File: src/rtl/sobel_out_formatter.sv
// Output formatter for the Sobel gradient stream: raster tracking, border zeroing,
// optional binarization, SOF/EOL tagging and a show-ahead FIFO toward a valid/ready sink.
module sobel_out_formatter #(
  parameter int WIDTH      = 640,
  parameter int HEIGHT     = 480,
  parameter int FIFO_DEPTH = 8
) (
  input  logic        iCLK,
  input  logic        iRST,
  input  logic        iFVAL,
  input  logic        iDVAL,
  input  logic [11:0] pixel_in,
  input  logic        binarize,
  input  logic [11:0] thresh,
  input  logic        iREADY,
  output logic        oVALID,
  output logic [11:0] oDATA,
  output logic        oSOF,
  output logic        oEOL,
  output logic        oOVF
);

  localparam int XW = (WIDTH > 1) ? $clog2(WIDTH) : 1;
  localparam int YW = (HEIGHT > 1) ? $clog2(HEIGHT) : 1;
  localparam int AW = (FIFO_DEPTH > 1) ? $clog2(FIFO_DEPTH) : 1;
  localparam int OW = AW + 1;
  localparam logic [XW-1:0] X_LAST = XW'(WIDTH - 1);
  localparam logic [YW-1:0] Y_LAST = YW'(HEIGHT - 1);
  localparam logic [OW-1:0] OCC_FULL = OW'(FIFO_DEPTH);

  logic [XW-1:0] x_reg;
  logic [YW-1:0] y_reg;
  logic          fval_d_reg;
  logic          accept;
  logic          border;
  logic [11:0]   value_next;

  logic          s1_valid_reg;
  logic [13:0]   s1_entry_reg;

  logic [13:0]   mem [FIFO_DEPTH];
  logic [AW-1:0] wr_ptr_reg;
  logic [AW-1:0] rd_ptr_reg;
  logic [OW-1:0] mem_cnt_reg;
  logic [OW-1:0] occ;
  logic          out_valid_reg;
  logic [13:0]   out_entry_reg;
  logic          ovf_reg;
  logic          pop;
  logic          full;
  logic          push;
  logic          drop;
  logic          load;

  assign accept = iFVAL & iDVAL;
  assign border = (32'(x_reg) < 32'd2) || (32'(y_reg) < 32'd2);

  always_comb begin
    value_next = 12'h000;
    if (!border) begin
      if (binarize) begin
        value_next = (pixel_in >= thresh) ? 12'hFFF : 12'h000;
      end else begin
        value_next = pixel_in;
      end
    end
  end

  // Raster position of the pixel currently presented; frame gaps restart at the origin.
  always_ff @(posedge iCLK) begin
    if (!iRST || !iFVAL) begin
      x_reg <= '0;
      y_reg <= '0;
    end else if (iDVAL) begin
      if (x_reg == X_LAST) begin
        x_reg <= '0;
        y_reg <= (y_reg == Y_LAST) ? '0 : y_reg + 1'b1;
      end else begin
        x_reg <= x_reg + 1'b1;
      end
    end
  end

  always_ff @(posedge iCLK) begin
    if (!iRST) begin
      s1_valid_reg <= 1'b0;
      s1_entry_reg <= '0;
      fval_d_reg   <= 1'b0;
    end else begin
      fval_d_reg   <= iFVAL;
      s1_valid_reg <= accept;
      if (accept) begin
        s1_entry_reg <= {(x_reg == '0) && (y_reg == '0), x_reg == X_LAST, value_next};
      end
    end
  end

  // Occupancy counts the RAM entries plus the show-ahead output register.
  assign occ  = mem_cnt_reg + OW'(out_valid_reg);
  assign pop  = out_valid_reg & iREADY;
  assign full = (occ == OCC_FULL);
  assign push = s1_valid_reg & (~full | pop);
  assign drop = s1_valid_reg & full & ~pop;
  assign load = (mem_cnt_reg != '0) & (~out_valid_reg | pop);

  always_ff @(posedge iCLK) begin
    if (push) begin
      mem[wr_ptr_reg] <= s1_entry_reg;
    end
  end

  always_ff @(posedge iCLK) begin
    if (!iRST) begin
      wr_ptr_reg    <= '0;
      rd_ptr_reg    <= '0;
      mem_cnt_reg   <= '0;
      out_valid_reg <= 1'b0;
      out_entry_reg <= '0;
    end else begin
      if (push) begin
        wr_ptr_reg <= wr_ptr_reg + 1'b1;
      end
      if (load) begin
        rd_ptr_reg    <= rd_ptr_reg + 1'b1;
        out_entry_reg <= mem[rd_ptr_reg];
        out_valid_reg <= 1'b1;
      end else if (pop) begin
        out_valid_reg <= 1'b0;
      end
      mem_cnt_reg <= mem_cnt_reg + OW'(push) - OW'(load);
    end
  end

  always_ff @(posedge iCLK) begin
    if (!iRST) begin
      ovf_reg <= 1'b0;
    end else if (iFVAL && !fval_d_reg) begin
      ovf_reg <= 1'b0;
    end else if (drop) begin
      ovf_reg <= 1'b1;
    end
  end

  assign oVALID = out_valid_reg;
  assign oSOF   = out_entry_reg[13];
  assign oEOL   = out_entry_reg[12];
  assign oDATA  = out_entry_reg[11:0];
  assign oOVF   = ovf_reg;

endmodule

File: config.mk
export PLATFORM = sky130hd
export DESIGN_NAME = sobel_out_formatter
export DESIGN_NICKNAME = d
export VERILOG_FILES = /design/src/rtl/sobel_out_formatter.sv
export SDC_FILE = /design/constraint.sdc
export NUM_CORES = 1
export LEC_CHECK = 0
export CORE_MARGIN = 4
export CORE_UTILIZATION = 61
export CTS_BUF_LIST = sky130_fd_sc_hd__clkbuf_4
export CTS_CLUSTER_DIAMETER = 30
export DETAILED_ROUTE_END_ITERATION = 8
export PLACE_DENSITY = 0.81
export RECOVER_POWER = 100
export SYNTH_ARGS = -nofsm -noshare
export SYNTH_HDL_FRONTEND = slang
export SYNTH_SLANG_ARGS = --single-unit
File: constraint.sdc
create_clock -name iCLK -period 3.87 [get_ports iCLK]
set_clock_uncertainty 0.2 [all_clocks]
set_input_delay 0.5805 -clock iCLK [delete_from_list [all_inputs] [get_ports iCLK]]
set_output_delay 0.5805 -clock iCLK [all_outputs]
set_load 0.01 [all_outputs]
==> results.cfg <==
[cts]
numCtsBuffers = 17
clock_tree.buffer_depth = 2
clk_pin_slew_ns = 0.13
postCtsSetupRepairBufs = 0
h-tree-depth = 4
cts_root_buffer = clkbuf_4
cts.hold.buffers_added = 0
cts_resized = 0
cts_sinks = 173
clock_latency_ns = 0.55
cts_tree = done

[yosys]
avgSynthCellArea_um2 = 13.89
synthCells = 532
yosysMostFrequentCell = edfxtp_1
yosys.area.top_type = edfxtp_1
synth_cell_types = 54
synthArstFlopShare = 0
syn_area_um2 = 7390
synth_top_area_frac = 0.4551
syn_nets = 589
ys_ff_latch = 173
synth_top_flop_cell = edfxtp_1
yosysWarnings = 0
yosys-top-cells-area = edfxtp_1 46%, dfxtp_1 17%, mux4_2 8.5%, ha_1 4.4%, a21oi_1 2.8%
synth_edf_count = 112
synthTopCellsByCount = 112 x edfxtp_1, 61 x dfxtp_1, 42 x a21oi_1, 30 x inv_1, 28 x mux4_2
ys_seq_area_frac = 0.6204

[worst_setup_path]
crit_slowest_cell = clkbuf_1
critPathKind = in -> reg
critPathMaxStageDelay_ns = 0.69
cp-start-kind = primary input
crit_arrival_ns = 3.47
cp_max_fo = 22
critical_path.cell_chain = dlygate4sd3_1 > clkbuf_1 > inv_1 > a311oi_1 > clkbuf_1 > a32oi_1 > a21oi_1
endpoint_kind = register
reg2reg_depth = 8
crit_top_cell = clkbuf_1
worst_ep_required_time_ns = 4.13

[placement]
gp_congestion = 0.7857
io_buffers = 45
post_dp_cell_area_um2 = 8065
dp_cells = 707
dp.final_hpwl_um = 9497

[detailed_routing]
route.antenna.remaining_nets = 0
drtIter0Drc = 513
first_pass_iters = 5
wirelength_um = 14860
vias = 4659
routed_via_density = 6.296
drc = 0
wire_per_inst_um = 20.08

[finish]
finalCoreUtilization = 0.7186
fin_nets = 640
largest_reg_flops = 112
drive_gt1_frac = 0.1376
fill_cells = 771
postLayoutCellArea_um2 = 8346
fin_cells = 740
area_growth_pct = 12.94
final-seq-area_um2 = 4584
multi_input_area_um2 = 2567

[sta]
fin_crit_sh = 0.8314
post-route-min-period_ns = 3.217
drv_slew = 31
slew_headroom = -0.3313
finalSetupViolations = 0
tns_ns = 0
rsz0062_at_grt = no
hold_violations = 0
max_slew.worst_pin.slew_ns = 1.994
max_clock_freq_mhz = 310.8

[flow_run]
cap_violations = 1

[floorplanning]
pin_count = 46
die_h_um = 118.1
coreArea_um2 = 11610
start_util = 0.6363
die_w_um = 118.1
fp-row-count = 39
die_area_um2 = 13940

[global_routing]
grt_overflow_total = 0
antenna_found_initial = 1
grt_pass1_wl_um = 24340
grt_max_degree = 31
use_met3 = 0.04373
grtUsageMet2 = 0.3798
grt_pass1_vias = 4690
grt.total_usage = 0.2241
grt_busiest_layer = met2
grtUsageMet1 = 0.2898

[power]
vdd_drop_max_v = 0.0002319
powerDensity_nw_per_um2 = 529.9
p_leak_nw = 2.886
fin_total_pwr_mw = 4.422

[status]
status = complete, but fails checks
violations = capacitance limit, slew limit

[min_path]
hold-path-cell-count = 1
min_path_type = reg -> reg
==> report_power, final <==
group	internal, mW	total (mW)	leakage [nW]	switching (mW)
Clock	0.643	1.25	0.188	0.608
Sequential	2.06	2.24	1.58	0.174
Combinational	0.498	0.933	1.12	0.435
==> worst max-delay path, delay by kind of cell <==
kind / cells / cell delay, ns
buf+inv: 4 / 2.14
compound gates: 3 / 0.74
==> layout by cell type (no fill, tap or decap), types with 18 or more instances in the layout <==
master / Yosys / final
nand2_1: 18 / 18
nor2_1: 22 / 22
inv_1: 30 / 30
edfxtp_1: 112 / 112
dfxtp_1: 61 / 61
o21ai_0: 24 / 24
mux4_2: 28 / 28
a21oi_1: 42 / 42
dlygate4sd3_1: 0 / 18
clkdlybuf4s50_1: 0 / 27
ha_1: 26 / 26
mux2i_1: 18 / 18
==> area by class of cell <==
| type | count | area share |
|---|---|---|
| repair buffers | 61 | 0.06342 |
| diodes | 1 | 0.0002999 |
| multi-input cells | 300 | 0.3076 |
| clock inverters | 15 | 0.02909 |
| clock buffers | 17 | 0.01529 |
| well taps | 143 | 0.02144 |
| flip-flops and latches | 173 | 0.5493 |
| inverters | 30 | 0.01349 |
==> layer usage <==
layer / wire length (um) / vias up
li1: - / 2150
met1: 6071 / 2291
met2: 7656 / 201
met3: 916 / 17
met4: 216 / 0
met5: 0 / -
==> worst paths after layout <==
check / start / end / slack [ns]
min reg2reg: fval_d_reg / oOVF / 0.33
max: iRST / s1_entry_reg[10] / 0.65
min: fval_d_reg / oOVF / 0.33
max reg2reg: mem_cnt_reg[0] / mem[1][7] / 0.70
==> through the flow <==
stage,setup slack [ns],hold slack [ns]
global route,0.4004,0.3398
detailed placement,0.7465,0.3011
floorplan,0.3914,0.2756
finish,0.6526,0.3299
global placement,0.9270,0.2913
CTS,0.9001,0.3327
==> cell families after synthesis <==
kind of cell | count (synthesis) | synth area share
flip-flops | 173 | 0.6204
AO/OA/AOI/OAI | 107 | 0.09143
AND/OR/NAND/NOR | 106 | 0.08280
buffers and inverters | 59 | 0.03234
multiplexers | 46 | 0.1097
adder cells (fa/ha/maj) | 27 | 0.04673
XOR/XNOR | 14 | 0.01659
Power figures use the tool's default switching activity.
